`src/rtl/red_pitaya_hk_led_gen2_if.sv`:
```
// System-bus bundle for the second-generation housekeeping block.
interface red_pitaya_hk_led_gen2_if;
   logic [31:0] sys_addr;
   logic [31:0] sys_wdata;
   logic        sys_wen;
   logic        sys_ren;
   logic [31:0] sys_rdata;
   logic        sys_err;
   logic        sys_ack;

   modport master (
      output sys_addr, sys_wdata, sys_wen, sys_ren,
      input  sys_rdata, sys_err, sys_ack
   );

   modport slave (
      input  sys_addr, sys_wdata, sys_wen, sys_ren,
      output sys_rdata, sys_err, sys_ack
   );
endinterface

```
`src/rtl/red_pitaya_hk_led_gen2.sv`:
```
// Housekeeping gen2: per-channel LED engine (off/on/PWM/blink) plus expansion GPIO on sys-bus.
// Optional triangle "breathe" mode 4 is built only when HK_LED_BREATHE_EN is defined.
module red_pitaya_hk_led_gen2 #(
   parameter int unsigned DWL  = 8,
   parameter int unsigned DWE  = 8,
   parameter int unsigned PWMW = 8,
   parameter int unsigned PRW  = 24
) (
   input  logic                    clk_i,
   input  logic                    rst_i,
   output logic [DWL-1:0]          led_o,
   input  logic [DWE-1:0]          exp_p_dat_i,
   output logic [DWE-1:0]          exp_p_dat_o,
   output logic [DWE-1:0]          exp_p_dir_o,
   input  logic [DWE-1:0]          exp_n_dat_i,
   output logic [DWE-1:0]          exp_n_dat_o,
   output logic [DWE-1:0]          exp_n_dir_o,
   red_pitaya_hk_led_gen2_if.slave bus
);
   localparam logic [31:0] ID = {8'h00, 8'(PWMW), 8'(DWL), 8'h04};

   logic [19:0]    addr;
   logic           strobe;
   logic [3:0]     ch_sel;
   logic           ch_hit;
   logic           hit;
   logic           ro;
   logic           acc_err;
   logic [31:0]    rd;
   logic           wr_pdir, wr_ndir, wr_pdo, wr_ndo, wr_gen, wr_presc;
   logic [DWL-1:0] wr_ch;
   logic [31:0]    ch_rd [DWL];

   logic [DWE-1:0] p_meta, p_sync, n_meta, n_sync;
   logic           gen;
   logic [PRW-1:0] presc;
   logic [PRW-1:0] pcnt;
   logic           tick;
   logic [PWMW-1:0] pc;
   logic [DWL-1:0] drive;
   logic           unused;

   assign addr   = bus.sys_addr[19:0];
   assign strobe = bus.sys_wen | bus.sys_ren;
   assign ch_sel = addr[5:2];
   assign ch_hit = (addr[19:6] == 14'h8) && (addr[1:0] == 2'b00) && (32'(ch_sel) < DWL);
   assign unused = ^{bus.sys_addr, bus.sys_wdata};

   // Address decode; RO writes and unmapped accesses flag an error and never strobe a register
   always_comb begin
      hit      = 1'b1;
      ro       = 1'b0;
      rd       = '0;
      wr_pdir  = 1'b0;
      wr_ndir  = 1'b0;
      wr_pdo   = 1'b0;
      wr_ndo   = 1'b0;
      wr_gen   = 1'b0;
      wr_presc = 1'b0;
      wr_ch    = '0;
      case (addr)
         20'h00000: begin rd = ID;                ro = 1'b1;               end
         20'h00010: begin rd = 32'(exp_p_dir_o);  wr_pdir  = bus.sys_wen;  end
         20'h00014: begin rd = 32'(exp_n_dir_o);  wr_ndir  = bus.sys_wen;  end
         20'h00018: begin rd = 32'(exp_p_dat_o);  wr_pdo   = bus.sys_wen;  end
         20'h0001C: begin rd = 32'(exp_n_dat_o);  wr_ndo   = bus.sys_wen;  end
         20'h00020: begin rd = 32'(p_sync);       ro = 1'b1;               end
         20'h00024: begin rd = 32'(n_sync);       ro = 1'b1;               end
         20'h00030: begin rd = 32'(gen);          wr_gen   = bus.sys_wen;  end
         20'h00034: begin rd = 32'(presc);        wr_presc = bus.sys_wen;  end
         default: begin
            hit = ch_hit;
            for (int unsigned k = 0; k < DWL; k++) begin
               if (ch_hit && (ch_sel == 4'(k))) begin
                  rd       = ch_rd[k];
                  wr_ch[k] = bus.sys_wen;
               end
            end
         end
      endcase
      acc_err = !hit || (ro && bus.sys_wen);
      if (acc_err) rd = '0;
   end

   always_ff @(posedge clk_i or posedge rst_i) begin
      if (rst_i) begin
         bus.sys_ack   <= 1'b0;
         bus.sys_err   <= 1'b0;
         bus.sys_rdata <= '0;
      end else begin
         bus.sys_ack <= strobe;
         bus.sys_err <= strobe & acc_err;
         if (strobe) bus.sys_rdata <= rd;
      end
   end

   // Global configuration registers; GEN comes out of reset enabled
   always_ff @(posedge clk_i or posedge rst_i) begin
      if (rst_i) begin
         exp_p_dir_o <= '0;
         exp_n_dir_o <= '0;
         exp_p_dat_o <= '0;
         exp_n_dat_o <= '0;
         gen         <= 1'b1;
         presc       <= '0;
      end else begin
         if (wr_pdir)  exp_p_dir_o <= bus.sys_wdata[DWE-1:0];
         if (wr_ndir)  exp_n_dir_o <= bus.sys_wdata[DWE-1:0];
         if (wr_pdo)   exp_p_dat_o <= bus.sys_wdata[DWE-1:0];
         if (wr_ndo)   exp_n_dat_o <= bus.sys_wdata[DWE-1:0];
         if (wr_gen)   gen         <= bus.sys_wdata[0];
         if (wr_presc) presc       <= bus.sys_wdata[PRW-1:0];
      end
   end

   always_ff @(posedge clk_i or posedge rst_i) begin
      if (rst_i) begin
         p_meta <= '0;
         p_sync <= '0;
         n_meta <= '0;
         n_sync <= '0;
      end else begin
         p_meta <= exp_p_dat_i;
         p_sync <= p_meta;
         n_meta <= exp_n_dat_i;
         n_sync <= n_meta;
      end
   end

   assign tick = (pcnt == presc);

   // Blink prescaler; a PRESC write restarts the count so the new period starts clean
   always_ff @(posedge clk_i or posedge rst_i) begin
      if (rst_i) begin
         pcnt <= '0;
         pc   <= '0;
      end else begin
         pc <= pc + PWMW'(1);
         if (wr_presc || tick) pcnt <= '0;
         else                  pcnt <= pcnt + PRW'(1);
      end
   end

   for (genvar k = 0; k < DWL; k++) begin : g_ch
      logic [2:0]      mode;
      logic [PWMW-1:0] duty;
      logic [7:0]      half;
      logic [7:0]      bc;
      logic [7:0]      lim;
      logic            ph;
      logic            br_pwm;

      assign lim = (half == 8'd0) ? 8'd0 : half - 8'd1;

      // A channel write outranks a coincident tick
      always_ff @(posedge clk_i or posedge rst_i) begin
         if (rst_i) begin
            mode <= '0;
            duty <= '0;
            half <= '0;
            bc   <= '0;
            ph   <= 1'b0;
         end else if (wr_ch[k]) begin
            mode <= bus.sys_wdata[2:0];
            duty <= bus.sys_wdata[8 +: PWMW];
            half <= bus.sys_wdata[23:16];
            bc   <= '0;
            ph   <= 1'b0;
         end else if (tick) begin
            if (bc >= lim) begin
               bc <= '0;
               ph <= ~ph;
            end else begin
               bc <= bc + 8'd1;
            end
         end
      end

`ifdef HK_LED_BREATHE_EN
      logic [PWMW-1:0] br;
      logic            up;
      logic            up_nxt;

      assign up_nxt = up ? (br != {PWMW{1'b1}}) : (br == '0);

      // Triangle ramp: turn around at either end on the same tick that reaches it
      always_ff @(posedge clk_i or posedge rst_i) begin
         if (rst_i) begin
            br <= '0;
            up <= 1'b1;
         end else if (wr_ch[k]) begin
            br <= '0;
            up <= 1'b1;
         end else if (tick) begin
            up <= up_nxt;
            br <= up_nxt ? br + PWMW'(1) : br - PWMW'(1);
         end
      end

      assign br_pwm = (pc < br);
`else
      assign br_pwm = 1'b0;
`endif

      assign drive[k] = (mode == 3'd1)
                      | ((mode == 3'd2) & (pc < duty))
                      | ((mode == 3'd3) & ph)
                      | ((mode == 3'd4) & br_pwm);

      assign ch_rd[k] = {8'h00, half, 8'(duty), 5'h00, mode};
   end

   always_ff @(posedge clk_i or posedge rst_i) begin
      if (rst_i) led_o <= '0;
      else       led_o <= gen ? drive : '0;
   end
endmodule

```
`src/flat_wrapper.sv`:
```
// flat-port wrapper written by rule: the top's interface ports become plain ports
module red_pitaya_hk_led_gen2_flat 
#(
   parameter int unsigned DWL  = 8,
   parameter int unsigned DWE  = 8,
   parameter int unsigned PWMW = 8,
   parameter int unsigned PRW  = 24
)
  (clk_i, rst_i, led_o, exp_p_dat_i, exp_p_dat_o, exp_p_dir_o, exp_n_dat_i, exp_n_dat_o, exp_n_dir_o, bus_sys_addr, bus_sys_wdata, bus_sys_wen, bus_sys_ren, bus_sys_rdata, bus_sys_err, bus_sys_ack);
  red_pitaya_hk_led_gen2_if bus_i ();
  input  logic clk_i;
  input  logic rst_i;
  output logic [DWL-1:0] led_o;
  input  logic [DWE-1:0] exp_p_dat_i;
  output logic [DWE-1:0] exp_p_dat_o;
  output logic [DWE-1:0] exp_p_dir_o;
  input  logic [DWE-1:0] exp_n_dat_i;
  output logic [DWE-1:0] exp_n_dat_o;
  output logic [DWE-1:0] exp_n_dir_o;
  input wire logic [$bits(bus_i.sys_addr)-1:0] bus_sys_addr;
  input wire logic [$bits(bus_i.sys_wdata)-1:0] bus_sys_wdata;
  input wire logic [$bits(bus_i.sys_wen)-1:0] bus_sys_wen;
  input wire logic [$bits(bus_i.sys_ren)-1:0] bus_sys_ren;
  output wire logic [$bits(bus_i.sys_rdata)-1:0] bus_sys_rdata;
  output wire logic [$bits(bus_i.sys_err)-1:0] bus_sys_err;
  output wire logic [$bits(bus_i.sys_ack)-1:0] bus_sys_ack;
  assign bus_i.sys_addr = bus_sys_addr;
  assign bus_i.sys_wdata = bus_sys_wdata;
  assign bus_i.sys_wen = bus_sys_wen;
  assign bus_i.sys_ren = bus_sys_ren;
  assign bus_sys_rdata = bus_i.sys_rdata;
  assign bus_sys_err = bus_i.sys_err;
  assign bus_sys_ack = bus_i.sys_ack;
  red_pitaya_hk_led_gen2 #(.DWL(DWL), .DWE(DWE), .PWMW(PWMW), .PRW(PRW)) u_core (.clk_i(clk_i), .rst_i(rst_i), .led_o(led_o), .exp_p_dat_i(exp_p_dat_i), .exp_p_dat_o(exp_p_dat_o), .exp_p_dir_o(exp_p_dir_o), .exp_n_dat_i(exp_n_dat_i), .exp_n_dat_o(exp_n_dat_o), .exp_n_dir_o(exp_n_dir_o), .bus(bus_i));
endmodule
```
`config.mk`:
```
export PLATFORM = sky130hd
export DESIGN_NAME = red_pitaya_hk_led_gen2_flat
export DESIGN_NICKNAME = d
export VERILOG_FILES = /design/src/rtl/red_pitaya_hk_led_gen2_if.sv /design/src/rtl/red_pitaya_hk_led_gen2.sv /design/src/flat_wrapper.sv
export SDC_FILE = /design/constraint.sdc
export NUM_CORES = 1
export LEC_CHECK = 0
export BUFFER_PORTS_ARGS = -buffer_cell sky130_fd_sc_hd__buf_2
export CAP_MARGIN = 5
export CORE_UTILIZATION = 50
export CTS_CLUSTER_DIAMETER = 60
export CTS_CLUSTER_SIZE = 16
export DETAILED_ROUTE_END_ITERATION = 6
export GPL_TIMING_DRIVEN = 0
export PLACE_DENSITY = 0.68
export SYNTH_ARGS = -nofsm -noshare
export SYNTH_HDL_FRONTEND = slang
export SYNTH_SLANG_ARGS = --single-unit
```
`constraint.sdc`:
```
create_clock -name clk_i -period 37.8 [get_ports clk_i]
set_input_delay 7.56 -clock clk_i [delete_from_list [all_inputs] [get_ports clk_i]]
set_output_delay 7.56 -clock clk_i [all_outputs]
set_load 0.005 [all_outputs]
```
==> impl_results.md <==
- Fillcell total: 3663
- Worst Setup Path Type: in -> reg
- Seq cells post-synth: 379
- Fmax: just under 0.1 GHz
- Drt via density: between 6 and 7
- Mux cell area share after synthesis: 0.0752
- Final instance area: 0.0243 mm^2
- Drt pass-1 iters: 5
- Post-Syn Instances: 2263
- Cell Area, Synth: 0.0217 mm^2
- CTS max path bufs: 3
- Arrival @ worst endpoint: around 11000 ps
- Avg Cell Area, Syn: approximately 9.6 um^2
- Post-CTS Hold Fix Bufs: 0
- Post-synthesis adder-cell area fraction: 0.0798
- Synth Flop Type: dfrtp_1
- CTS root buf: clkbuf_16
- Cell Pwr Density: between 40 and 50 mW/mm^2
- Ys Warns: 0
- Clk_lat worst skew: around 590 ps
- Post-synthesis compound-gate area fraction: 0.127
- Port bufs: between 100 and 150
- Leakage: between 10 and 15 nW
- Die ar.: roughly 0.044 mm^2
- Critical path required time: between 30000 and 40000 ps
- I/O pins: roughly 160
- Core ar.: 0.0423 mm^2
- Crit share post-route: 0.267
- Detail Placement HPWL: 51700 um
- Min Tclk post-route: slightly above 10000 ps
- Sink Count: approximately 380
- CTS H-tree depth: 2
- Final setup vio count: 0
- Setup Skew: 40.2 ps
- Worst hold endpoint: u_core.p_sync[1]
- Critical path's largest stage delay: slightly below 800 ps
- Site Rows: 75
- Final Hold Fails: 0
- CTS Buf Count: 38
- Setup repair bufs after CTS: 0
- Leading cell types in the layout, fill and taps excluded: 398 x nand2_1, 378 x dfrtp_1, 150 x buf_2, 138 x ha_1, 100 x nor2_1
- Outcome: finished, final reports clean
- Max-slew violation count: 0
- Synth Area in Simple Gates: 0.204
- Iter 0 DRT Violations: approximately 2000
- Seq. cell area: around 0.0095 mm^2
- Largest net degree at the start of global routing: between 100 and 150
- Top post-synthesis cells by area: dfrtp_1 44%, ha_1 8.0%, nand2_1 6.9%, mux2_2 3.7%, a21oi_1 2.1%
- Die width: roughly 210 um
- Asr flop ratio synth: 1.00
- Worst path slowest cell: clkbuf_1
- Post-synth top area share: 0.437
- First-pass GRT wire length: between 100000 and 150000 um
- FF-to-FF End: u_core.g_ch[1].bc[4]
- FF-to-FF path depth: 13
- Detailed Route WL: between 60000 and 70000 um
- Dpl cell area: about 0.023 mm^2
- GPL Wtd Cong: 0.970
- Clock-pin transition on the worst setup and hold timing paths: around 70 ps
- Average wire per standard cell: around 23 um
- Setup TNS Final: 0 ps
- Vias in the first global route: around 17000
- Final ANT Viol Nets: 0
- Proportion of layout cells with a drive suffix above 1: 0.142
- XOR/XNOR Fraction of Synth Area: 0.0344
- Leading cell type in the layout, fill and taps excluded: nand2_1
- CP max FO: 10
- Resized cells post-CTS: 0
- Min-Delay Path Class: reg -> reg
- Vias: 18192
- Starting density of the core: 0.512
- R2r setup slk: around 34000 ps
- Min-delay src: u_core.p_meta[1]
- Worst-margin pin slew: 1240 ps
- Most used cell, CP: buf_2
- Max Cap Viol: 0
- Slew Limit Headroom: 0.167
- All-Layer GR Usage: 0.313
- Drt drc: 0
- Antenna violations before repair: 2
- R2R Path Start: u_core.g_ch[1].half[0]
- Register area share after synthesis: 0.438
- Post-synth EDFFs: 0
- Area leader, netlist: dfrtp_1
- Total Nets Final: approximately 2600
- Die Ht: approximately 210 um
- Synth cell types: 80
- Largest family of logic cells by synthesized area: simple AND/OR/NAND/NOR gates
- Critical path, cell by cell: buf_2, buf_2, buf_1, clkbuf_1, nor2_1, a21oi_1, o22ai_1, a221oi_1, o211ai_1
- CP bufs+invs: 4
- Critical Path Sink Type: flip-flop
- Hold Crit Depth: 0
- Critical Path Start Type: input pin
- Footprint of the multi-input gates: ~0.011 mm^2
- CTS tree: built
- Top delay family on crit path: buffers and inverters
- Area grow syn2layout: 12.2%
- RSZ-0062 raised after global routing: false
- Peak VDD IR: 34.4 uV
- GRT overflow: 0
layout make-up:
type,count,share of cell area
Timing Repair Buffer,114,0.0263
Antenna cell,1,0.000103
Sequential cell,379,0.390
Multi-Input combinational cell,1675,0.465
Inverter,95,0.0150
Clock inverter,20,0.00834
Clock buffer,46,0.0433
Buffer,121,0.0222
Tap cell,577,0.0297
cell families after synthesis:
kind of cell,count (synthesis)
AO/OA/AOI/OAI,431
XOR/XNOR,85
multiplexers,132
adder cells (fa/ha/maj),138
AND/OR/NAND/NOR,881
other,1
flip-flops,379
buffers and inverters,216
worst max path at each step:
stage	startpoint	endpoint	slack, ps	depth (start not counted)
6_report	bus_sys_addr[2]	u_core.bus.sys_rdata[23]	27710	9
5_1_grt	bus_sys_addr[2]	u_core.bus.sys_rdata[11]	27660	9
4_1_cts	bus_sys_addr[2]	u_core.bus.sys_rdata[23]	27820	9
3_5_place_dp	bus_sys_addr[2]	u_core.bus.sys_rdata[23]	27210	9
3_3_place_gp	rst_i	u_core.g_ch[6].bc[6]	15600	2
2_1_floorplan	rst_i	u_core.bus.sys_ack	19710	1
cell usage after synthesis (all sizes together) (20+ instances only):
cell	n
nand2	398
o22ai	35
and2	20
nor2	100
dfrtp	378
xnor2	50
mux2i	21
nor3	44
nor4	22
a21oi	92
nand3	82
xor2	35
clkbuf	70
ha	138
o21ai	130
nor2b	28
inv	94
mux2	96
and3	29
o21a	20
or3	30
nand2b	42
buf	51
nand4	25
metal layers:
| layer | GRT usage | share of wire |
|---|---|---|
| met5 | 0 | 0 |
| met1 | 0.442 | 0.44 |
| met3 | 0.0450 | 0.077 |
| met2 | 0.479 | 0.44 |
| met4 | 0.135 | 0.042 |
report_power, final:
group          internal, mW  switching, mW  total (mW)
Combinational        0.0702          0.106       0.176
Clock                 0.211          0.183       0.394
Sequential            0.428         0.0299       0.458
flip-flops by register name, summed over array words and instances, names as in the netlist, 8 cells and up:
register              flops
u_core.g_ch.duty         64
u_core.exp_n_dat_o        8
u_core.pcnt              24
u_core.g_ch.mode         24
u_core.p_meta             8
u_core.exp_p_dat_o        8
u_core.bus.sys_rdata     24
u_core.g_ch.bc           64
u_core.pc                 8
u_core.n_sync             8
u_core.p_sync             8
u_core.g_ch.ph            8
u_core.n_meta             8
u_core.exp_p_dir_o        8
u_core.presc             24
u_core.led_o              8
u_core.g_ch.half         64
u_core.exp_n_dir_o        8
per-stage QoR:
stage | std cells | utilization | power [mW] | hold WS (ps) | setup WS [ps]
after global placement | 2958 | 0.542 | 0.630 | 332 | 15600
after floorplan | 2270 | - | 0.583 | 331 | 19710
after CTS | 3027 | 0.574 | 1.03 | 347 | 27820
final | 3028 | 0.574 | 1.03 | 343 | 27710
after detailed placement | 2961 | 0.545 | 0.638 | 336 | 27210
after global routing | 3028 | 0.574 | 1.07 | 350 | 27660
Power figures use the tool's default switching activity.
